--- config.mk ---
export PLATFORM = sky130hd
export DESIGN_NAME = fp_issue_ctrl_flat
export DESIGN_NICKNAME = d
export VERILOG_FILES = /design/src/rtl/fp_issue_ctrl_pkg.sv /design/src/rtl/fp_issue_ctrl_if.sv /design/src/rtl/fp_issue_ctrl_classify.sv /design/src/rtl/fp_issue_ctrl.sv /design/src/flat_wrapper.sv
export SDC_FILE = /design/constraint.sdc
export NUM_CORES = 1
export LEC_CHECK = 0
export CAP_MARGIN = 20
export CORE_UTILIZATION = 45
export CTS_CLUSTER_DIAMETER = 200
export CTS_CLUSTER_SIZE = 16
export DETAILED_ROUTE_END_ITERATION = 10
export GPL_TIMING_DRIVEN = 0
export PLACE_DENSITY = 0.84
export SLEW_MARGIN = 40
export SYNTH_ARGS = -nofsm -noshare
export SYNTH_HDL_FRONTEND = slang
export SYNTH_SLANG_ARGS = --single-unit
--- constraint.sdc ---
create_clock -name clk -period 5.9 [get_ports clk]
set_clock_uncertainty 0.2 [all_clocks]
set_input_delay 1.18 -clock clk [delete_from_list [all_inputs] [get_ports clk]]
set_output_delay 1.18 -clock clk [all_outputs]
set_load 0.01 [all_outputs]
--- src/rtl/fp_issue_ctrl_pkg.sv ---
// Shared types and constants for the FP multiply/divide issue stage.
package fp_issue_pkg;

  typedef enum logic [1:0] {
    ST_IDLE     = 2'd0,
    ST_WAIT_MUL = 2'd1,
    ST_WAIT_DIV = 2'd2,
    ST_HOLD     = 2'd3
  } state_e;

  localparam logic OP_MUL = 1'b0;
  localparam logic OP_DIV = 1'b1;

  localparam logic [31:0] QNAN    = 32'h7FC0_0000;
  localparam logic [31:0] POS_INF = 32'h7F80_0000;

  // out_flags bit positions, {io, dz, of, uf, i}
  localparam int unsigned FL_IO  = 4;
  localparam int unsigned FL_DZ  = 3;
  localparam int unsigned FL_OF  = 2;
  localparam int unsigned FL_UF  = 1;
  localparam int unsigned FL_I   = 0;
  localparam int unsigned FLAG_W = 5;

  localparam int unsigned EXP_W = 8;
  localparam int unsigned MAN_W = 23;
  localparam int unsigned CNT_W = 8;

  function automatic logic [31:0] signed_inf(input logic s);
    return POS_INF | {s, 31'b0};
  endfunction

  function automatic logic [31:0] signed_zero(input logic s);
    return {s, 31'b0};
  endfunction

endpackage

--- src/rtl/fp_issue_ctrl_if.sv ---
// Request, core and result signals of the FP issue stage.
// master = surrounding environment, slave = fp_issue_ctrl.
interface fp_issue_ctrl_if;
  import fp_issue_pkg::*;

  logic              in_valid;
  logic              in_ready;
  logic [31:0]       in_a;
  logic [31:0]       in_b;
  logic              in_op;

  logic [31:0]       core_a;
  logic [31:0]       core_b;
  logic              core_en;
  logic              core_sel;
  logic              core_done_div;
  logic [31:0]       core_r;
  logic              core_of;
  logic              core_uf;
  logic              core_i;

  logic              out_valid;
  logic              out_ready;
  logic [31:0]       out_r;
  logic [FLAG_W-1:0] out_flags;

  modport master (
    output in_valid, in_a, in_b, in_op,
    output core_done_div, core_r, core_of, core_uf, core_i,
    output out_ready,
    input  in_ready, core_a, core_b, core_en, core_sel,
    input  out_valid, out_r, out_flags
  );

  modport slave (
    input  in_valid, in_a, in_b, in_op,
    input  core_done_div, core_r, core_of, core_uf, core_i,
    input  out_ready,
    output in_ready, core_a, core_b, core_en, core_sel,
    output out_valid, out_r, out_flags
  );

endinterface

--- src/rtl/fp_issue_ctrl_classify.sv ---
// Combinational IEEE-754 single classifier; subnormals count as zero.
module fp_classify
  import fp_issue_pkg::*;
(
  input  logic [31:0] f,
  output logic        is_zero,
  output logic        is_inf,
  output logic        is_nan,
  output logic        sign
);

  logic [EXP_W-1:0] exp_f;
  logic [MAN_W-1:0] man_f;

  assign exp_f   = f[MAN_W +: EXP_W];
  assign man_f   = f[MAN_W-1:0];
  assign is_zero = (exp_f == '0);
  assign is_inf  = (exp_f == '1) && (man_f == '0);
  assign is_nan  = (exp_f == '1) && (man_f != '0);
  assign sign    = f[EXP_W + MAN_W];

endmodule

--- src/rtl/fp_issue_ctrl.sv ---
// Issue/sequencing stage in front of the FP multiply/divide core.
// Special operands are resolved locally; ordinary ones are held on the
// core until the multiply latency elapses or the divider reports done.
module fp_issue_ctrl
  import fp_issue_pkg::*;
#(
  parameter int unsigned MUL_LAT     = 4,
  parameter int unsigned DIV_TIMEOUT = 64
) (
  input  logic             clk,
  input  logic             arst_n,
  fp_issue_ctrl_if.slave   bus
);

  localparam logic [CNT_W-1:0] MUL_LOAD = CNT_W'(MUL_LAT);
  localparam logic [CNT_W-1:0] DIV_LOAD = CNT_W'(DIV_TIMEOUT);
  localparam logic [CNT_W-1:0] CNT_ONE  = CNT_W'(1);

  state_e            state_q, state_d;
  logic [CNT_W-1:0]  cnt_q, cnt_d;
  logic [31:0]       a_q, a_d, b_q, b_d;
  logic              sel_q, sel_d;
  logic [31:0]       r_q, r_d;
  logic [FLAG_W-1:0] fl_q, fl_d;

  logic a_zero, a_inf, a_nan, a_sign;
  logic b_zero, b_inf, b_nan, b_sign;

  fp_classify u_cls_a (
    .f       (bus.in_a),
    .is_zero (a_zero),
    .is_inf  (a_inf),
    .is_nan  (a_nan),
    .sign    (a_sign)
  );

  fp_classify u_cls_b (
    .f       (bus.in_b),
    .is_zero (b_zero),
    .is_inf  (b_inf),
    .is_nan  (b_nan),
    .sign    (b_sign)
  );

  logic              spec;
  logic              res_sign;
  logic [31:0]       spec_r;
  logic [FLAG_W-1:0] spec_fl;
  logic [FLAG_W-1:0] core_fl;

  // Special-operand result, evaluated on the incoming request.
  always_comb begin
    res_sign = a_sign ^ b_sign;
    spec     = a_zero | a_inf | a_nan | b_zero | b_inf | b_nan;
    spec_r   = signed_zero(res_sign);
    spec_fl  = '0;
    if (a_nan || b_nan) begin
      spec_r         = QNAN;
      spec_fl[FL_IO] = 1'b1;
    end else if (bus.in_op == OP_MUL) begin
      if ((a_inf && b_zero) || (a_zero && b_inf)) begin
        spec_r         = QNAN;
        spec_fl[FL_IO] = 1'b1;
      end else if (a_inf || b_inf) begin
        spec_r = signed_inf(res_sign);
      end
    end else begin
      // Order matters: inf/0 resolves as inf/x (no dz), x/inf and 0/x fall
      // through to the signed-zero default.
      if ((a_zero && b_zero) || (a_inf && b_inf)) begin
        spec_r         = QNAN;
        spec_fl[FL_IO] = 1'b1;
      end else if (a_inf) begin
        spec_r = signed_inf(res_sign);
      end else if (b_zero) begin
        spec_r         = signed_inf(res_sign);
        spec_fl[FL_DZ] = 1'b1;
      end
    end
  end

  // Core flags as captured into the result register.
  always_comb begin
    core_fl        = '0;
    core_fl[FL_OF] = bus.core_of;
    core_fl[FL_UF] = bus.core_uf;
    core_fl[FL_I]  = bus.core_i;
  end

  // Next-state, counter and result-register update.
  always_comb begin
    state_d = state_q;
    cnt_d   = cnt_q;
    a_d     = a_q;
    b_d     = b_q;
    sel_d   = sel_q;
    r_d     = r_q;
    fl_d    = fl_q;
    case (state_q)
      ST_IDLE: begin
        if (bus.in_valid) begin
          a_d   = bus.in_a;
          b_d   = bus.in_b;
          sel_d = bus.in_op;
          if (spec) begin
            r_d     = spec_r;
            fl_d    = spec_fl;
            state_d = ST_HOLD;
          end else if (bus.in_op == OP_MUL) begin
            cnt_d   = MUL_LOAD;
            state_d = ST_WAIT_MUL;
          end else begin
            cnt_d   = DIV_LOAD;
            state_d = ST_WAIT_DIV;
          end
        end
      end
      ST_WAIT_MUL: begin
        if (cnt_q == CNT_ONE) begin
          r_d     = bus.core_r;
          fl_d    = core_fl;
          cnt_d   = '0;
          state_d = ST_HOLD;
        end else begin
          cnt_d = cnt_q - CNT_ONE;
        end
      end
      ST_WAIT_DIV: begin
        // A done on the final counted cycle still wins over the timeout.
        if (bus.core_done_div) begin
          r_d     = bus.core_r;
          fl_d    = core_fl;
          cnt_d   = '0;
          state_d = ST_HOLD;
        end else if (cnt_q == CNT_ONE) begin
          r_d        = QNAN;
          fl_d       = '0;
          fl_d[FL_IO] = 1'b1;
          cnt_d      = '0;
          state_d    = ST_HOLD;
        end else begin
          cnt_d = cnt_q - CNT_ONE;
        end
      end
      ST_HOLD: begin
        if (bus.out_ready) state_d = ST_IDLE;
      end
      default: state_d = ST_IDLE;
    endcase
  end

  // State, counter, latched operands and result register.
  always_ff @(posedge clk or negedge arst_n) begin
    if (!arst_n) begin
      state_q <= ST_IDLE;
      cnt_q   <= '0;
      a_q     <= '0;
      b_q     <= '0;
      sel_q   <= 1'b0;
      r_q     <= '0;
      fl_q    <= '0;
    end else begin
      state_q <= state_d;
      cnt_q   <= cnt_d;
      a_q     <= a_d;
      b_q     <= b_d;
      sel_q   <= sel_d;
      r_q     <= r_d;
      fl_q    <= fl_d;
    end
  end

  assign bus.in_ready  = (state_q == ST_IDLE);
  assign bus.core_en   = (state_q == ST_WAIT_MUL) || (state_q == ST_WAIT_DIV);
  assign bus.out_valid = (state_q == ST_HOLD);
  assign bus.core_a    = a_q;
  assign bus.core_b    = b_q;
  assign bus.core_sel  = sel_q;
  assign bus.out_r     = r_q;
  assign bus.out_flags = fl_q;

endmodule

--- src/flat_wrapper.sv ---
// flat-port wrapper written by rule: the top's interface ports become plain ports
module fp_issue_ctrl_flat import fp_issue_pkg::*;
#(
  parameter int unsigned MUL_LAT     = 4,
  parameter int unsigned DIV_TIMEOUT = 64
)
  (clk, arst_n, bus_in_valid, bus_in_a, bus_in_b, bus_in_op, bus_core_done_div, bus_core_r, bus_core_of, bus_core_uf, bus_core_i, bus_out_ready, bus_in_ready, bus_core_a, bus_core_b, bus_core_en, bus_core_sel, bus_out_valid, bus_out_r, bus_out_flags);
  fp_issue_ctrl_if bus_i ();
  input  logic clk;
  input  logic arst_n;
  input wire logic [$bits(bus_i.in_valid)-1:0] bus_in_valid;
  input wire logic [$bits(bus_i.in_a)-1:0] bus_in_a;
  input wire logic [$bits(bus_i.in_b)-1:0] bus_in_b;
  input wire logic [$bits(bus_i.in_op)-1:0] bus_in_op;
  input wire logic [$bits(bus_i.core_done_div)-1:0] bus_core_done_div;
  input wire logic [$bits(bus_i.core_r)-1:0] bus_core_r;
  input wire logic [$bits(bus_i.core_of)-1:0] bus_core_of;
  input wire logic [$bits(bus_i.core_uf)-1:0] bus_core_uf;
  input wire logic [$bits(bus_i.core_i)-1:0] bus_core_i;
  input wire logic [$bits(bus_i.out_ready)-1:0] bus_out_ready;
  output wire logic [$bits(bus_i.in_ready)-1:0] bus_in_ready;
  output wire logic [$bits(bus_i.core_a)-1:0] bus_core_a;
  output wire logic [$bits(bus_i.core_b)-1:0] bus_core_b;
  output wire logic [$bits(bus_i.core_en)-1:0] bus_core_en;
  output wire logic [$bits(bus_i.core_sel)-1:0] bus_core_sel;
  output wire logic [$bits(bus_i.out_valid)-1:0] bus_out_valid;
  output wire logic [$bits(bus_i.out_r)-1:0] bus_out_r;
  output wire logic [$bits(bus_i.out_flags)-1:0] bus_out_flags;
  assign bus_i.in_valid = bus_in_valid;
  assign bus_i.in_a = bus_in_a;
  assign bus_i.in_b = bus_in_b;
  assign bus_i.in_op = bus_in_op;
  assign bus_i.core_done_div = bus_core_done_div;
  assign bus_i.core_r = bus_core_r;
  assign bus_i.core_of = bus_core_of;
  assign bus_i.core_uf = bus_core_uf;
  assign bus_i.core_i = bus_core_i;
  assign bus_i.out_ready = bus_out_ready;
  assign bus_in_ready = bus_i.in_ready;
  assign bus_core_a = bus_i.core_a;
  assign bus_core_b = bus_i.core_b;
  assign bus_core_en = bus_i.core_en;
  assign bus_core_sel = bus_i.core_sel;
  assign bus_out_valid = bus_i.out_valid;
  assign bus_out_r = bus_i.out_r;
  assign bus_out_flags = bus_i.out_flags;
  fp_issue_ctrl #(.MUL_LAT(MUL_LAT), .DIV_TIMEOUT(DIV_TIMEOUT)) u_core (.clk(clk), .arst_n(arst_n), .bus(bus_i));
endmodule
## Word level (Yosys, flattened, before mapping)

Cells that the tools add are included.

| word-level totals | value |
|---|---|
| flip-flop bits (word level) | 112 |
| bits of input ports | 105 |

| cells by class | value |
|---|---|
| $add $sub $neg | 1 |
| equality and inequality tests | 12 |
| muxes and demuxes | 41 |
| bitwise gates (word level) | 6 |
| reductions and logical operators | 25 |

Operators with widths:

| kind | count |
|---|---|
| $mux 32 | 9 |
| $pmux 32 s3 | 1 |
| $mux 31 | 3 |
| $logic_not 23->1 | 2 |
| $reduce_bool 23->1 | 2 |
| $mux 8 | 4 |
| $mux 5 | 5 |
| $pmux 8 s3 | 1 |
| $eq 8x8->1 const B | 2 |
| $logic_not 8->1 | 2 |
| $pmux 5 s3 | 1 |
| $mux 2 | 6 |
| $mux 1 | 9 |
| $eq 8x1->1 const B | 1 |
| $logic_and 1x1->1 | 8 |
| $pmux 2 s4 | 1 |
| $sub 8x1->8 const B | 1 |
| $mux 7 | 1 |
| $ne 2x2->1 const B | 3 |
| $logic_or 1x1->1 | 5 |
| $or 1x1->1 | 5 |
| $reduce_and 5->1 | 1 |
| $eq 2x2->1 const B | 2 |
| $ne 2x1->1 const B | 2 |
| other kinds (7) | 8 |

## Logic depth before layout (Yosys ltp)

Gate-level depths: netlist (run 1).

| logic depth | value |
|---|---|
| word-level depth | 10 |
| gate-level depth with buffers | 9 |

## Modules after synthesis

Synthesis (run 1) repeated with hierarchy kept, for this count alone.

| second synthesis, totals | value |
|---|---|
| cells, all modules | 425 |
| area, all modules | 5,123.7 um2 |

By module, submodules not included:

| module | times used | cells each | area an instance (um2) | seq. area each (um2) |
|---|---|---|---|---|
| fp_issue_ctrl | 1 | 391 | 4,911.0 | 2,802.7 |
| fp_classify | 2 | 17 | 106.4 | 0.0 |

## Worst setup path before layout (run 1)

No wires, ideal clock.

| timing path | value |
|---|---|
| kind | input -> register |
| start point | input bus_in_a[28] |
| end point | register u_core.r_q[22] (netlist: u_core.bus.out_r[22]) |
| library setup time | 0.128 ns |
| arrival time | 2.640 ns |
| setup slack | 2.932 ns |
| stages | 7 |
| buffers on the path | 1 |
| cell sequence | or4_4 nor2_4 nor4b_4 a211o_1 buf_2 nand2_1 o211ai_2 |

| between the ends | value |
|---|---|
| cells in the longest elaborated chain, start to end | 10 |

RTL lines:

| element | line | text |
|---|---|---|
| start: declaration | flat_wrapper.sv:12 | `input wire logic [$bits(bus_i.in_a)-1:0] bus_in_a;` |
| $eq 8x8->1 | fp_issue_ctrl_classify.sv:18, fp_issue_ctrl_classify.sv:19 |  |
| $logic_and 1x1->1 | fp_issue_ctrl_classify.sv:18 | `assign is_inf = (exp_f == '1) && (man_f == '0);` |
| $logic_and 1x1->1, on equally long branches | fp_issue_ctrl.sv:61, fp_issue_ctrl.sv:70 |  |
| $logic_or 1x1->1, on equally long branches | fp_issue_ctrl.sv:61, fp_issue_ctrl.sv:70 |  |
| $mux 32, on equally long branches | fp_issue_ctrl.sv:61, fp_issue_ctrl.sv:70 |  |
| $mux 32 | fp_issue_ctrl.sv:60 | `end else if (bus.in_op == OP_MUL) begin` |
| $mux 32 | fp_issue_ctrl.sv:57 | `if (a_nan \|\| b_nan) begin` |
| $mux 32 | fp_issue_ctrl.sv:105 | `if (spec) begin` |
| $mux 32 | fp_issue_ctrl.sv:101 | `if (bus.in_valid) begin` |
| $pmux 32 s3 | fp_issue_ctrl.sv:99 | `case (state_q)` |
| end signal: assignment | fp_issue_ctrl.sv:168 | `r_q <= r_d;` |
| end: declaration | fp_issue_ctrl.sv:23 | `logic [31:0] r_q, r_d;` |

Parallel ways exist; a longest one is shown, timed or not. The select of a mux whose other input is x is not followed.
A chain may end at the register's enable or synchronous reset.

## Worst setup path in the final report (run 1)

| timing path | value |
|---|---|
| start point | input bus_in_b[16] |
| end point | register u_core.r_q[31] (netlist: u_core.bus.out_r[31]) |

| between the ends | value |
|---|---|
| cells in the longest elaborated chain, start to end | 10 |

RTL lines:

| element | line | text |
|---|---|---|
| start: declaration | flat_wrapper.sv:13 | `input wire logic [$bits(bus_i.in_b)-1:0] bus_in_b;` |
| $logic_not 23->1 | fp_issue_ctrl_classify.sv:18 |  |
| $logic_and 1x1->1 | fp_issue_ctrl_classify.sv:18 |  |
| $logic_and 1x1->1, on equally long branches | fp_issue_ctrl.sv:61, fp_issue_ctrl.sv:70 |  |
| $logic_or 1x1->1, on equally long branches | fp_issue_ctrl.sv:61, fp_issue_ctrl.sv:70 |  |
| $mux 32, on equally long branches | fp_issue_ctrl.sv:61, fp_issue_ctrl.sv:70 |  |
| $mux 32 | fp_issue_ctrl.sv:60 |  |
| $mux 32 | fp_issue_ctrl.sv:57 |  |
| $mux 32 | fp_issue_ctrl.sv:105 |  |
| $mux 32 | fp_issue_ctrl.sv:101 |  |
| $pmux 32 s3 | fp_issue_ctrl.sv:99 |  |

Parallel ways exist; a longest one is shown, timed or not. The select of a mux whose other input is x is not followed.

==> results of run 1 <==
-- sequential cells by signal, summed over array words and instances, names as in the netlist --
signal	count
u_core.bus.core_a	32
u_core.bus.core_b	32
u_core.bus.core_sel	1
u_core.bus.out_flags	5
u_core.bus.out_r	32
u_core.cnt_q	8
u_core.state_q	2
-- worst reg2reg max path: stages (launching register included) --
cell and delay (ns):
dfrtp_1 0.41, inv_1 0.08, ha_1 0.21, clkbuf_1 0.20, nand2_1 0.21, clkbuf_1 0.54, clkbuf_1 0.51, mux2_2 0.41
-- layer usage --
layer / track usage [%] / up-vias
met5: 0 / -
met4: 8.61 / 0
met3: 6.63 / 20
met2: 43.0 / 180
met1: 27.8 / 2034
li1: - / 1935
-- layout by cell type, fill, tap and decap left out, drive strengths merged, types with 2 or more instances in the layout --
cell type / count
a21oi: 10
ha: 6
nand4: 6
nand3: 27
o31ai: 2
a2bb2oi: 9
o22a: 2
clkinv: 2
or4: 3
nand2: 63
inv: 10
nor2: 12
mux2: 64
o21ai: 23
nor4: 13
nor2b: 4
buf: 8
a31oi: 4
nand2b: 5
dfrtp: 112
o21a: 2
nand3b: 2
nor3: 7
o41ai: 3
clkbuf: 26
clkdlybuf4s50: 208
-- worst paths after layout --
kind | startpoint | cells past startpoint | end | slack [ns]
setup / recovery | bus_in_b[16] | 7 | u_core.bus.out_r[31] | 2.45
hold / removal | u_core.bus.out_r[7] | 2 | u_core.bus.out_r[7] | 0.28
setup reg to reg | u_core.state_q[0] | 7 | u_core.bus.core_b[10] | 3.03
hold reg to reg | u_core.bus.out_r[7] | 2 | u_core.bus.out_r[7] | 0.28
max in group asynchronous | arst_n | 2 | u_core.bus.core_b[22] | 4.37
min in group asynchronous | arst_n | 1 | u_core.bus.out_r[23] | 0.49
-- logic make-up (layout without fill, tap and decap cells) --
| logic type | count (synthesis) | in the layout | synth area share [%] |
|---|---|---|---|
| multiplexers | 64 | 64 | 14.6 |
| buffers and inverters | 29 | 255 | 2.74 |
| XOR/XNOR | 1 | 1 | 0.178 |
| AND/OR/NAND/NOR | 145 | 145 | 14.9 |
| AO/OA/AOI/OAI | 62 | 62 | 9.12 |
| flip-flops | 112 | 112 | 56.9 |
| adder cells (fa/ha/maj) | 6 | 6 | 1.52 |
-- metrics by stage --
step	worst slack, ns	cells	util [%]
2_1_floorplan	2.93	419	-
3_3_place_gp	-0.737	764	68.7
3_5_place_dp	2.08	765	69.0
4_1_cts	2.46	781	70.9
5_1_grt	2.32	781	70.9
6_report	2.45	781	70.9
-- report_power, final --
group          total (mW)  switching [mW]  internal (mW)
clock               0.464           0.254          0.211
combinational        2.15           0.971           1.18
sequential           1.38           0.222           1.15
total                3.99            1.45           2.54
-- final cells by class --
type | count | area share (%)
well taps | 136 | 2.29
multi-input cells | 278 | 26.8
repair buffers | 210 | 28.6
plain buffers | 20 | 1.37
clock buffers | 12 | 1.96
inverters | 9 | 0.455
flip-flops and latches | 112 | 37.8
clock inverters | 4 | 0.709
==> flow_summary.yaml, run 1 <==
cts:
  clk_path_buf_depth: 2
  clock_sinks: 112
  cts_max_level: 3
  cts.clk_slew.worst_paths_ns: 0.10
  cts-resized-gates: 0
  cts_tree: "built"
  post-cts-setup-buffer-count: 0
  cts_made_buffers: 9
  clk_latency_ns: 0.37
  postCtsHoldBufs: 0
  cts_root_buffer: "clkbuf_8"
route:
  wl_met1_mm: 5.27
  wl_per_cell_um: 17.3
  routed_wl_mm: 13.5
  wl_met3_mm: 1.02
  drtIter0Drc: 228
  drtAntennaViolNets: 0
  drc: 0
  via_count: 4169
  drt_pass1_iterations: 5
  routed-wl-met2_mm: 6.92
  top_layer: "met4"
  routed_via_density: 5.34
worst_setup_path:
  cp-start-kind: "input port"
  arrival_ns: 3.54
  cp_slowest_stage_delay_ns: 0.44
  path_max_fanout: 2
  crit_chain: "clkdlybuf4s50_1 -> nor4_1 -> nand4_1 -> a2111oi_0 -> o221ai_1 -> or3_1 -> a2bb2oi_1"
  cpMaxStageDelayCell: "nor4_1"
  crit_type: "input port to flop"
  cp_top_family: "simple AND/OR/NAND/NOR gates"
  cp.required_ns: 5.99
  cp_num_buf_inv: 1
  endpoint_kind: "flop"
logic_synthesis:
  synth-main-ff-cell: "dfrtp_1"
  synth_edf_count: 0
  synth.avg_cell_area_um2: 11.8
  async_flop_share_pct: 100
  yosys.cell_types.count: 42
  ys_ff_latch: 112
  syn_area_mm2: 0.00492
  synth.largest_area_cell: "dfrtp_1"
  ys_warn_count: 0
  synth_top_area_share_pct: 56.9
  syn_inst: 419
  synth_most_common_cell: "dfrtp_1"
  synth_area_leaders: "dfrtp_1, mux2_2, nand2_1, nand3_1, o21ai_0"
  synth_nets: 530
  synthTopCellsByCount: "dfrtp_1, mux2_2, nand2_1"
  ys_seq_area_share_pct: 56.9
timing:
  finalSetupViolations: 0
  min_period_over_period_pct: 58.4
  period_needed_ns: 3.45
  hold-worst-slack_ns: 0.277
  final-max-slew-violation-count: 0
  slew_headroom_pct: 56.0
  fin_setup_tns_ns: 0
  fmax_mhz: 290
  hold_viol_final: 0
  rsz0062_at_grt: "false"
  worst_slew_pin_slew_ns: 0.660
placement:
  io_buffers: 209
  gp_congestion: 0.841
  placed_cell_area_mm2: 0.00722
  dp_hpwl_mm: 10.4
global_route:
  grt_overflow: 0
  grt_util_all_layers_pct: 24.2
  grt_max_degree: 65
  grt_pass1_wl_mm: 21.4
  grt_pass1_vias: 4374
  antenna_found_initial: 0
die:
  floorplan.initialDensity_pct: 47.1
  die_x_um: 107
  die_y_um: 107
  fp.coreArea_mm2: 0.0105
  io_pins: 210
  die-area_mm2: 0.0114
  rows: 37
cells_and_area:
  fin_area_mm2: 0.00742
  num_antenna_cells: 0
  layout-drive-gt1-share_pct: 15.5
  finalNetCount: 751
  area_growth_pct: 50.6
  multi_input_area_mm2: 0.00199
  fill_cells: 764
  register_area_mm2: 0.00280
run_status:
  status: "finished, final reports clean"
power_and_ir_drop:
  ir_drop_mv: 0.250
  p_per_area_mw_per_mm2: 538
  leakage_nw: 3.14
  power.total_mw: 3.99
flow_run:
  cap_violations: 0
worst_hold_path:
  holdCritPathClass: "flop to flop"
No activity file was read; power rests on OpenSTA's default activity.
==> run 2: changes to the inputs <==
CORE_UTILIZATION = 43   (was 45)
PLACE_DENSITY = 0.81   (was 0.84)
clock period = 3.5 ns   (was 5.9 ns; I/O delays follow)
==> run 2 against run 1 <==
- sequential share of layout area shrank 0.46 points
- setup slack lost 1.8 ns
- non-clock buffer count is the same
- register-to-register slack lost 2.4 ns
- routed wire length shrank 3.1%
- sequential power grew 68%
- flip-flop and latch count is the same
- first-iteration DRC count shrank 11%
- utilization shrank 2.5 points
- cell count grew 0.38%
- critical endpoint is now u_core.bus.out_flags[2]
- largest power group unchanged
- highest routed layer unchanged
==> flow_summary.yaml, run 2 (same netlist as run 1, synthesis figures left out) <==
cts:
  cts_made_buffers: 9
  clock_sinks: 112
  post-cts-setup-buffer-count: 0
  clk_path_buf_depth: 2
  cts_tree: "built"
  cts_max_level: 3
  clk_latency_ns: 0.35
  cts_root_buffer: "clkbuf_16"
  cts-resized-gates: 0
  cts.clk_slew.worst_paths_ns: 0.06
  postCtsHoldBufs: 0
worst_setup_path:
  cp_common_cell: "nand2_1"
  crit_chain: "clkdlybuf4s50_1 -> nor4_1 -> nand2_1 -> nor4b_4 -> a211oi_4 -> buf_6 -> nand3_1 -> nand2_1"
  cp.required_ns: 3.58
  arrival_ns: 2.95
  path_max_fanout: 10
  endpoint_kind: "flop"
  cp_top_family: "simple AND/OR/NAND/NOR gates"
  cpMaxStageDelayCell: "a211oi_4"
  cp_num_buf_inv: 2
  cp_slowest_stage_delay_ns: 0.53
  cp-start-kind: "input port"
  crit_type: "input port to flop"
placement:
  io_buffers: 209
  dp_hpwl_mm: 10.2
  gp_congestion: 0.877
  dp.cells: 769
  dp_slack_ns: 0.249
  placed_cell_area_mm2: 0.00722
route:
  drc: 0
  drt_pass1_iterations: 4
  routed_wl_mm: 13.1
  via_count: 4114
  routed_via_density: 5.25
  drtIter0Drc: 204
  drtAntennaViolNets: 0
  wl_per_cell_um: 16.7
die:
  die-area_mm2: 0.0119
  die_x_um: 109
  rows: 38
  fp.coreArea_mm2: 0.0110
  io_pins: 210
  floorplan.initialDensity_pct: 44.8
  die_y_um: 109
global_route:
  grt_max_degree: 70
  grt_util_all_layers_pct: 22.6
  grt_overflow: 0
  grt_pass1_wl_mm: 20.5
  grt_pass1_vias: 4306
  antenna_found_initial: 0
cells_and_area:
  fill_cells: 846
  final_common_cell: "clkdlybuf4s50_1"
  instances_no_fill: 784
  fin_area_mm2: 0.00751
  num_antenna_cells: 0
  area_growth_pct: 52.5
  final_cell_mix: "clkdlybuf4s50_1, dfrtp_1, mux2_2, nand2_1, nand3_1"
  layout-drive-gt1-share_pct: 15.5
  finalNetCount: 751
timing:
  finalSetupViolations: 0
  hold-worst-slack_ns: 0.0261
  postLayoutSetupSlackWorst_ns: 0.636
  worst_slew_pin_slew_ns: 0.570
  fmax_mhz: 349
  rsz0062_at_grt: "false"
  min_period_over_period_pct: 81.8
  slew_headroom_pct: 62.0
  final-max-slew-violation-count: 0
  hold_viol_final: 0
  period_needed_ns: 2.86
power_and_ir_drop:
  ir_drop_mv: 0.458
  leakage_nw: 3.18
  p_per_area_mw_per_mm2: 921
flow_run:
  cap_violations: 0
worst_hold_path:
  holdCritPathClass: "input port to asynchronous set/reset pin"
run_status:
  status: "finished, final reports clean"
## run 2: changes by cell type in the layout (fill, tap and decap cells not counted)
cell       previous run  this run
bufinv_16             1         0
clkbuf_1             16        15
clkbuf_16             0         9
clkbuf_8             10         3
inv_6                 1         0
## run 2: power by group
part	switching (mW)	internal, mW
combinational	1.62	1.99
clock	0.442	0.538
sequential	0.366	1.95
## run 2: worst paths after layout
check / start / end / slack (ns) / depth (start not counted)
min reg2reg: u_core.bus.out_r[19] / u_core.bus.out_r[19] / 0.27 / 2
min in group clk: u_core.bus.out_r[19] / u_core.bus.out_r[19] / 0.27 / 2
min: arst_n / u_core.bus.out_r[23] / 0.03 / 1
max reg2reg: u_core.state_q[0] / u_core.bus.core_b[8] / 0.65 / 7
max: bus_in_b[24] / u_core.bus.out_flags[2] / 0.64 / 8
max in group asynchronous: arst_n / u_core.bus.core_b[21] / 2.43 / 2
## run 2: area by class of cell
| cell class | instances | area (um2) | area share (%) |
|---|---|---|---|
| Sequential cell | 112 | 2800 | 37.3 |
| Buffer | 20 | 101 | 1.35 |
| Clock buffer | 13 | 270 | 3.60 |
| Multi-Input combinational cell | 278 | 1990 | 26.5 |
| Timing Repair Buffer | 210 | 2120 | 28.3 |
| Clock inverter | 2 | 13.8 | 0.183 |
| Inverter | 9 | 33.8 | 0.450 |
| Tap cell | 140 | 175 | 2.33 |
## run 2: metal layers
layer	GRT usage [%]	share of wire, %
met1	25.7	39
met2	38.9	50
met3	6.87	8.5
met4	10.2	2.6
met5	0	0
## run 2: through the flow
| step | TNS [ns] | util [%] | total power [mW] |
|---|---|---|---|
| floorplan | 0 | - | 4.13 |
| global placement | -299.59 | 65.5 | 5.83 |
| detailed placement | 0 | 65.8 | 5.97 |
| CTS | 0 | 68.4 | 6.97 |
| global route | 0 | 68.4 | 7.36 |
| finish | 0 | 68.4 | 6.91 |
==> run 3: changes to the inputs <==
CORE_UTILIZATION = 39   (was 43)
PLACE_DENSITY = 0.78   (was 0.81)
clock period = 2.4 ns   (was 3.5 ns; I/O delays follow)
==> run 3 against run 2 <==
- utilization down 3.4 points
- cell count up 5.6%
- critical path type unchanged
- largest power group unchanged
- combinational power up 61%
- critical endpoint is now u_core.cnt_q[6]
- sequential power up 46%
- sequential share of layout area down 1.9 points
- routed wire length up 5.1%
- count of clock-buffer cells in the layout down 1
==> flow_summary.yaml, run 3 (same netlist as run 1, synthesis figures left out) <==
cells_and_area:
  final_cell_mix: "clkdlybuf4s50_1, dfrtp_1, mux2_2, nand2_1, nand3_1"
  fill_cells: 936
  area_growth_pct: 60.5
  multi_input_area_mm2: 0.00215
  num_antenna_cells: 0
  final_common_cell: "clkdlybuf4s50_1"
  instances_no_fill: 828
  fin_area_mm2: 0.00790
  finalNetCount: 767
  layout-drive-gt1-share_pct: 21.5
  register_area_mm2: 0.00280
placement:
  io_buffers: 209
  placed_cell_area_mm2: 0.00726
  gp_congestion: 0.815
  dp_hpwl_mm: 10.3
  dp.cells: 797
global_route:
  grt_overflow: 0
  antenna_found_initial: 0
  grt_pass1_wl_mm: 21.7
  grt_max_degree: 75
  grt_util_all_layers_pct: 21.4
  grt_pass1_vias: 4394
worst_setup_path:
  r2r_cells: 7
  r2r-start: "u_core.cnt_q[3]"
  crit_type: "input port to flop"
  arrival_ns: 2.35
  path_max_fanout: 5
  cp.required_ns: 2.43
  r2r-end: "u_core.bus.out_r[26]"
  cp-start-kind: "input port"
  endpoint_kind: "flop"
  rrSetupSlack_ns: 0.13
route:
  routed_via_density: 5.03
  via_count: 4167
  drt_pass1_iterations: 4
  drtAntennaViolNets: 0
  drtIter0Drc: 178
  wl_per_cell_um: 16.6
  routed_wl_mm: 13.7
  drc: 0
die:
  fp.coreArea_mm2: 0.0122
  rows: 40
  die-area_mm2: 0.0131
  io_pins: 210
  die_x_um: 114
  floorplan.initialDensity_pct: 40.5
  die_y_um: 114
timing:
  period_needed_ns: 2.33
  finalSetupViolations: 0
  worst_slew_pin_slew_ns: 0.574
  min_period_over_period_pct: 97.0
  final-max-slew-violation-count: 0
  hold_viol_final: 0
  hold-worst-slack_ns: 0.251
  fmax_mhz: 430
  slew_headroom_pct: 61.6
  fin_setup_tns_ns: 0
worst_hold_path:
  holdCritPathClass: "input port to flop"
  hold_path_depth: 2
  holdPathEnd: "u_core.bus.core_a[26]"
  min-delay-start: "bus_in_a[26]"
cts:
  clk_path_buf_depth: 2
  cts_root_buffer: "clkbuf_16"
  cts.clk_slew.worst_paths_ns: 0.07
  cts_made_buffers: 9
  clock_sinks: 112
  clk_latency_ns: 0.34
  cts_max_level: 3
  cts_tree: "built"
flow_run:
  cap_violations: 0
run_status:
  status: "finished, final reports clean"
power_and_ir_drop:
  power.total_mw: 10.6
  ir_drop_mv: 0.642
  leakage_nw: 3.42
  p_per_area_mw_per_mm2: 1340
-- run 3: cell count changes in the layout (fill, tap and decap cells not counted), moves of 3 or more --
cell / previous run / this run
buf_12: 0 / 3
clkbuf_4: 0 / 5
clkdlybuf4s50_1: 208 / 190
dlymetal6s2s_1: 0 / 8
buf_4: 0 / 12
nor4_1: 12 / 8
clkbuf_1: 15 / 5
dlygate4sd2_1: 0 / 10
clkbuf_2: 0 / 3
nor4_4: 0 / 3
-- run 3: where the power goes --
part           total [mW]  switching (mW)  internal (mW)
logic                5.82            2.54           3.28
registers            3.39           0.549           2.84
clock network        1.37           0.648          0.727
-- run 3: worst max-delay path, cell delays in order --
cell           delay [ns]
dlygate4sd2_1        0.27
nand4_1              0.17
nor2_4               0.07
nor4b_4              0.56
a31oi_4              0.18
buf_4                0.17
buf_6                0.12
a221o_1              0.34
-- run 3: worst max path at each step --
stage	from	to	slack (ns)	cells past startpoint
after floorplan	u_core.state_q[0]	u_core.bus.core_a[0]	0.07	7
after global placement	arst_n	u_core.bus.core_b[19]	-3.60	1
after detailed placement	bus_in_b[16]	u_core.bus.out_r[31]	-0.75	7
after CTS	bus_in_a[26]	u_core.cnt_q[6]	0.002	7
after global routing	bus_in_b[0]	u_core.bus.out_r[31]	-0.03	8
final	bus_in_a[24]	u_core.cnt_q[6]	0.07	8
-- run 3: routing by layer --
layer / global-route usage [%] / vias to the layer above / wire [um]
met5: 0 / - / 0
met4: 8.92 / 0 / 339
met3: 5.66 / 25 / 953
met2: 37.8 / 166 / 6880
met1: 24.5 / 2006 / 5560
li1: - / 1970 / -
-- run 3: final cells by class --
class                      count  share of cell area (%)
buffer                        20                    2.11
clock buffer                  12                    3.12
clock inverter                 3                   0.237
inverter                       9                   0.427
multi-input combinational    278                    27.2
sequential                   112                    35.5
tap                          168                    2.66
timing repair buffer         226                    28.8
-- run 3: per-stage QoR --
| stage | setup WS (ns) | utilization (%) |
|---|---|---|
| 6_report | 0.0732 | 65.0 |
| 5_1_grt | -0.0293 | 65.0 |
| 4_1_cts | 0.00164 | 63.9 |
| 3_5_place_dp | -0.752 | 59.7 |
| 3_3_place_gp | -3.60 | 59.4 |
| 2_1_floorplan | 0.0683 | - |
-- run 3: repair_timing --
action,in CTS,in global routing
gates cloned,1,0
setup buffers,8,7
pin swaps,18,14
gates resized for setup,49,27
hold buffers,1,0
endpoints found under the setup margin,85,63
hold endpoints to repair,38,0
